## config.mk

```make
export PLATFORM = sky130hd
export DESIGN_NAME = cpu_prog_streamer
export DESIGN_NICKNAME = d
export VERILOG_FILES = /design/src/rtl/cpu_isa_pkg.sv /design/src/rtl/prog_buf.sv /design/src/rtl/cpu_prog_streamer.sv
export SDC_FILE = /design/constraint.sdc
export NUM_CORES = 1
export LEC_CHECK = 0
export ABC_AREA = 1
export CORE_MARGIN = 2
export CORE_UTILIZATION = 55
export DETAILED_ROUTE_END_ITERATION = 6
export PLACE_DENSITY = 0.71
export SLEW_MARGIN = 20
export SYNTH_ARGS = -nofsm -noshare
export SYNTH_HDL_FRONTEND = slang
export SYNTH_SLANG_ARGS = --single-unit
```

## constraint.sdc

```tcl
create_clock -name clk -period 2.5 [get_ports clk]
set_clock_uncertainty 0.1 [all_clocks]
set_input_delay 0.375 -clock clk [delete_from_list [all_inputs] [get_ports clk]]
set_output_delay 0.375 -clock clk [all_outputs]
set_load 0.005 [all_outputs]
```

## src/rtl/cpu_isa_pkg.sv

```systemverilog
// rtl/cpu_isa_pkg.sv - shared CPU opcode nibbles, slot classes and streamer states
package cpu_isa_pkg;

   // Idle/filler byte: Output C only touches the CPU out register, so it is harmless anywhere
   localparam logic [7:0] NOP_BYTE = 8'hB0;

   // Opcode nibbles as decoded from opcode[7:4]
   localparam logic [3:0] OP_ADD    = 4'h0;
   localparam logic [3:0] OP_SUB    = 4'h1;
   localparam logic [3:0] OP_AND    = 4'h2;
   localparam logic [3:0] OP_OR     = 4'h3;
   localparam logic [3:0] OP_XOR    = 4'h4;
   localparam logic [3:0] OP_BEQC   = 4'h5;
   localparam logic [3:0] OP_INA    = 4'h6;
   localparam logic [3:0] OP_INB    = 4'h7;
   localparam logic [3:0] OP_INMEM  = 4'h8;
   localparam logic [3:0] OP_STC    = 4'h9;
   localparam logic [3:0] OP_LDC    = 4'hA;
   localparam logic [3:0] OP_OUTC   = 4'hB;
   localparam logic [3:0] OP_OUTMEM = 4'hC;

   typedef enum logic [1:0] {
      SLOT_ONE     = 2'd0,
      SLOT_OPERAND = 2'd1,
      SLOT_FILLER  = 2'd2
   } slot_class_t;

   typedef enum logic [2:0] {
      ST_IDLE   = 3'd0,
      ST_OP     = 3'd1,
      ST_ARG    = 3'd2,
      ST_DRAIN0 = 3'd3,
      ST_DRAIN1 = 3'd4,
      ST_FIN    = 3'd5
   } stream_state_t;

   // How many byte slots the CPU control FSM consumes for an opcode
   function automatic slot_class_t slot_class(input logic [7:0] opcode);
      slot_class_t cls;
      case (opcode[7:4])
         OP_INA, OP_INB, OP_INMEM: cls = SLOT_OPERAND;
         OP_LDC, OP_OUTMEM:        cls = SLOT_FILLER;
         default:                  cls = SLOT_ONE;
      endcase
      return cls;
   endfunction

endpackage

```

## src/rtl/prog_buf.sv

```systemverilog
// rtl/prog_buf.sv - program entry register file, synchronous write, combinational read
module prog_buf #(
   parameter int DEPTH = 16,
   parameter int AW    = 4
) (
   input  logic          clk,
   input  logic          we,
   input  logic [AW-1:0] waddr,
   input  logic [15:0]   wdata,
   input  logic [AW-1:0] raddr,
   output logic [15:0]   rdata
);

   logic [15:0] mem [DEPTH];

   // Program contents survive reset on purpose so a loaded program can be rerun
   always_ff @(posedge clk) begin
      if (we) mem[waddr] <= wdata;
   end

   assign rdata = mem[raddr];

endmodule

```

## src/rtl/cpu_prog_streamer.sv

```systemverilog
// rtl/cpu_prog_streamer.sv - expands program entries into the CPU in-byte stream and captures results
module cpu_prog_streamer
   import cpu_isa_pkg::*;
#(
   parameter int         DEPTH    = 16,
   parameter int         AW       = 4,
   parameter logic [7:0] NOP_BYTE = cpu_isa_pkg::NOP_BYTE
) (
   input  logic          clk,
   input  logic          reset,
   input  logic          ld_en,
   input  logic [AW-1:0] ld_addr,
   input  logic [15:0]   ld_data,
   input  logic [4:0]    prog_len,
   input  logic          start,
   output logic          busy,
   output logic          done,
   output logic [7:0]    cpu_in,
   input  logic [7:0]    cpu_out,
   output logic          res_valid,
   output logic [7:0]    res_data
);

   stream_state_t state, state_n;
   logic [AW-1:0] pc, pc_n;
   logic [4:0]    len, len_n;
   logic [15:0]   cur_entry, cur_n;
   logic [7:0]    cpu_in_n;
   logic          busy_n, done_n;
   logic          out_slot, out_slot_n;
   logic          cap_p1, cap_p2;

   logic [AW-1:0] rd_addr;
   logic [15:0]   rd_data;
   logic [4:0]    eff_len;
   logic          last_entry;
   slot_class_t   cur_class;

   prog_buf #(.DEPTH(DEPTH), .AW(AW)) u_prog_buf (
      .clk   (clk),
      .we    (ld_en && !busy),
      .waddr (ld_addr),
      .wdata (ld_data),
      .raddr (rd_addr),
      .rdata (rd_data)
   );

   // The entry being emitted is held in cur_entry, so the single read port always looks one entry ahead
   assign rd_addr    = (state == ST_IDLE) ? '0 : pc + 1'b1;
   assign eff_len    = (prog_len > 5'(DEPTH)) ? 5'(DEPTH) : prog_len;
   assign last_entry = ({1'b0, pc} + 5'd1) == len;
   assign cur_class  = slot_class(cur_entry[15:8]);

   // Next-slot selection: opcode, operand/filler, drain NOPs, then the done pulse
   always_comb begin
      state_n    = state;
      pc_n       = pc;
      len_n      = len;
      cur_n      = cur_entry;
      cpu_in_n   = NOP_BYTE;
      busy_n     = busy;
      done_n     = 1'b0;
      out_slot_n = 1'b0;
      case (state)
         ST_IDLE: begin
            if (start) begin
               len_n = eff_len;
               pc_n  = '0;
               if (eff_len == 5'd0) begin
                  state_n = ST_FIN;
                  done_n  = 1'b1;
               end else begin
                  busy_n     = 1'b1;
                  cpu_in_n   = rd_data[15:8];
                  cur_n      = rd_data;
                  out_slot_n = (rd_data[15:12] == OP_OUTC);
                  state_n    = ST_OP;
               end
            end
         end
         ST_OP, ST_ARG: begin
            if (state == ST_OP && cur_class != SLOT_ONE) begin
               cpu_in_n = (cur_class == SLOT_OPERAND) ? cur_entry[7:0] : NOP_BYTE;
               state_n  = ST_ARG;
            end else begin
               pc_n = pc + 1'b1;
               if (last_entry) begin
                  state_n = ST_DRAIN0;
               end else begin
                  cpu_in_n   = rd_data[15:8];
                  cur_n      = rd_data;
                  out_slot_n = (rd_data[15:12] == OP_OUTC);
                  state_n    = ST_OP;
               end
            end
         end
         ST_DRAIN0: state_n = ST_DRAIN1;
         ST_DRAIN1: begin
            state_n = ST_FIN;
            busy_n  = 1'b0;
            done_n  = 1'b1;
         end
         ST_FIN:    state_n = ST_IDLE;
         default:   state_n = ST_IDLE;
      endcase
   end

   // FSM and output byte registers
   always_ff @(posedge clk) begin
      if (reset) begin
         state     <= ST_IDLE;
         pc        <= '0;
         len       <= '0;
         cur_entry <= '0;
         cpu_in    <= NOP_BYTE;
         busy      <= 1'b0;
         done      <= 1'b0;
         out_slot  <= 1'b0;
      end else begin
         state     <= state_n;
         pc        <= pc_n;
         len       <= len_n;
         cur_entry <= cur_n;
         cpu_in    <= cpu_in_n;
         busy      <= busy_n;
         done      <= done_n;
         out_slot  <= out_slot_n;
      end
   end

   // Result capture pipe: free-running so Output C results still land during drain and FIN
   always_ff @(posedge clk) begin
      if (reset) begin
         cap_p1    <= 1'b0;
         cap_p2    <= 1'b0;
         res_valid <= 1'b0;
         res_data  <= '0;
      end else begin
         cap_p1    <= out_slot;
         cap_p2    <= cap_p1;
         res_valid <= cap_p2;
         if (cap_p2) res_data <= cpu_out;
      end
   end

endmodule
```

==> metrics.yaml <==
status:
  status: "finished, final reports clean"
clocking:
  max-clock-path-buffers: 3
  clk_latency_ns: 0.56
  cts.sinks: 302
  path_clk_slew_ns: 0.06
  root_buffer: "clkbuf_16"
  cts_made_buffers: 31
  cts_tree: "built"
  cts_setup_buffers: 0
  htree_levels: 1
detailed_routing:
  drtAntennaViolNets: 0
  firstDrtPassIters: 5
  route.detailed.drc: 0
  num_vias: 8730
  wirelength_um: 29100
  routedWlPerCell_um: 18.5
  drtIter0Drc: 940
  vias_per_cell: 5.56
logic_synthesis:
  synth-main-ff-cell: "edfxtp_1"
  synth_area_mm2: 0.0127
  synth_warnings: 0
  synth_commonest_cells: "280 x nand2_1, 256 x edfxtp_1, 172 x nand3_1"
  yosysTopAreaCell: "edfxtp_1"
  synth_seq_cells: 302
  avgSynthCellArea_um2: 10.8
  ys_seq_area_frac: 0.680
  synth_edf_count: 256
  synth_cell_types: 35
  netlist_instances: 1173
  synth.most_common_cell: "nand2_1"
  syn-num-nets: 1211
  synthArstFlopShare: 0
  synth_top_area_frac: 0.607
  synth.area.top_cells: "edfxtp_1 61%, nand2_1 8.3%, dfxtp_1 7.3%"
critical_path:
  crit_type: "register to register"
  end_kind: "register"
  slowest_delay_ns: 0.36
  r2r_slack_ns: 0.15
  critPathRequiredTime_ns: 2.88
  crit_fanout: 23
  arrival_ns: 2.73
  crit_chain: "ha_1, inv_1, nand2_2, nand2_4, nor2_4, buf_4, nand3_1, nand3_1, nand2_1, nor2_1, nand2_1, nor2_1"
  critPathSlowestCell: "dfxtp_1"
  start_kind: "register"
finish:
  antenna_cells: 0
  post-route-util: 0.652
  area_delta_synth_final_pct: 16.5
  fillers: 1736
  drive_gt1_frac: 0.111
  num-nets-final: 1299
  design_area_mm2: 0.0148
floorplan:
  die_y_um: 156
  die_x_um: 156
  core_mm2: 0.0226
  dieArea_mm2: 0.0243
  rows: 55
  start_util: 0.559
  io_pins: 56
sta:
  fmax_mhz: 426
  slew_headroom: 0.549
  fin_crit_sh: 0.938
  final_hold_viol_count: 0
  tns_ns: 0
  slew_viol_final: 0
  rsz0062_at_grt: "false"
  setup_violations: 0
  holdWs_ns: 0.306
  worst_pin_slew_ns: 0.675
  finalCriticalPeriod_ns: 2.35
run:
  cap_violations: 0
grt:
  grtUsageTotal: 0.244
  grt_pass1_vias: 8399
  grt_overflow: 0
  antenna_found_initial: 0
  grt_pass1_wl_um: 45400
  grt_max_degree: 58
power_and_ir_drop:
  p_leak_nw: 5.79
  power_density_mw_per_mm2: 1020
  ir_drop_uv: 708
  total_power_mw: 15.1
worst_hold_path:
  worstHoldPathType: "register to register"
placement:
  gp_congestion: 0.866
  postPlaceCellArea_mm2: 0.0138
  dp_hpwl_um: 19100
  io_buffers: 55
## through the flow
stage               setup WS (ns)  instances
floorplan                   0.577       1173
global placement            0.203       1513
detailed placement          0.190       1513
CTS                         0.195       1570
global route               0.0392       1570
finish                      0.154       1570
## power breakdown
part	leakage [nW]	internal, mW	switching (mW)
clock	0.479	2.50	1.87
sequential	2.69	5.71	0.132
combinational	2.62	1.65	3.26
## layout make-up
cell class                 count  area, um^2  area share
clock inverter                15        76.3     0.00517
tap                          285         357      0.0242
sequential                   302        8610       0.584
clock buffer                  42         895      0.0606
inverter                     120         458      0.0310
multi-input combinational    695        3270       0.222
timing repair buffer         111        1080      0.0735
## cells in the final DEF (no fill, tap or decap), types with 8 or more instances in the layout
cell type        instances
buf_12                   9
nor2_1                  89
nand3_1                172
nand2_1                280
dfxtp_1                 46
o21ai_0                 30
clkdlybuf4s50_1         55
inv_1                  112
a21oi_1                 18
buf_4                   47
nor2_2                  16
o211ai_1                49
clkbuf_16               34
clkinv_1                 8
edfxtp_1               256
## worst paths after layout
path,cells after the start,to,from
max reg2reg,12,out_slot,pc[1]
max,12,out_slot,pc[1]
min reg2reg,2,cap_p1,out_slot
min,2,cap_p1,out_slot
## cells by family after synthesis
| kind of cell | Yosys count | share of synthesized area |
|---|---|---|
| fa+ha+maj | 1 | 0.000988 |
| xor+xnor | 4 | 0.00336 |
| flops | 302 | 0.680 |
| buf+inv | 176 | 0.0647 |
| simple gates | 585 | 0.199 |
| compound gates | 105 | 0.0519 |
## critical path: cells and delay by family (launching register included)
family	cells	cell delay, ns
and+or+nand+nor	9	1.14
DFF	1	0.36
buffers and inverters	2	0.42
adders and majority gates	1	0.26
## layer usage
layer	track usage	up-vias	wire length, um
met3	0.0319	61	1780
met1	0.323	4154	12000
met4	0.0848	0	826
met2	0.419	350	14500
met5	0	-	0
li1	-	4165	-
## timing repair
item / in CTS / in global routing
setup endpoints to repair: 0 / 2
hold buffers: 0 / 0
gates resized for setup: 0 / 2
## state kept, by name (all words and copies together) (netlist names), 3 cells and up
signal          cells
cpu_in              8
pc                  4
res_data            8
state               3
cur_entry          12
u_prog_buf.mem    256
len                 5
Power figures use the tool's default switching activity.
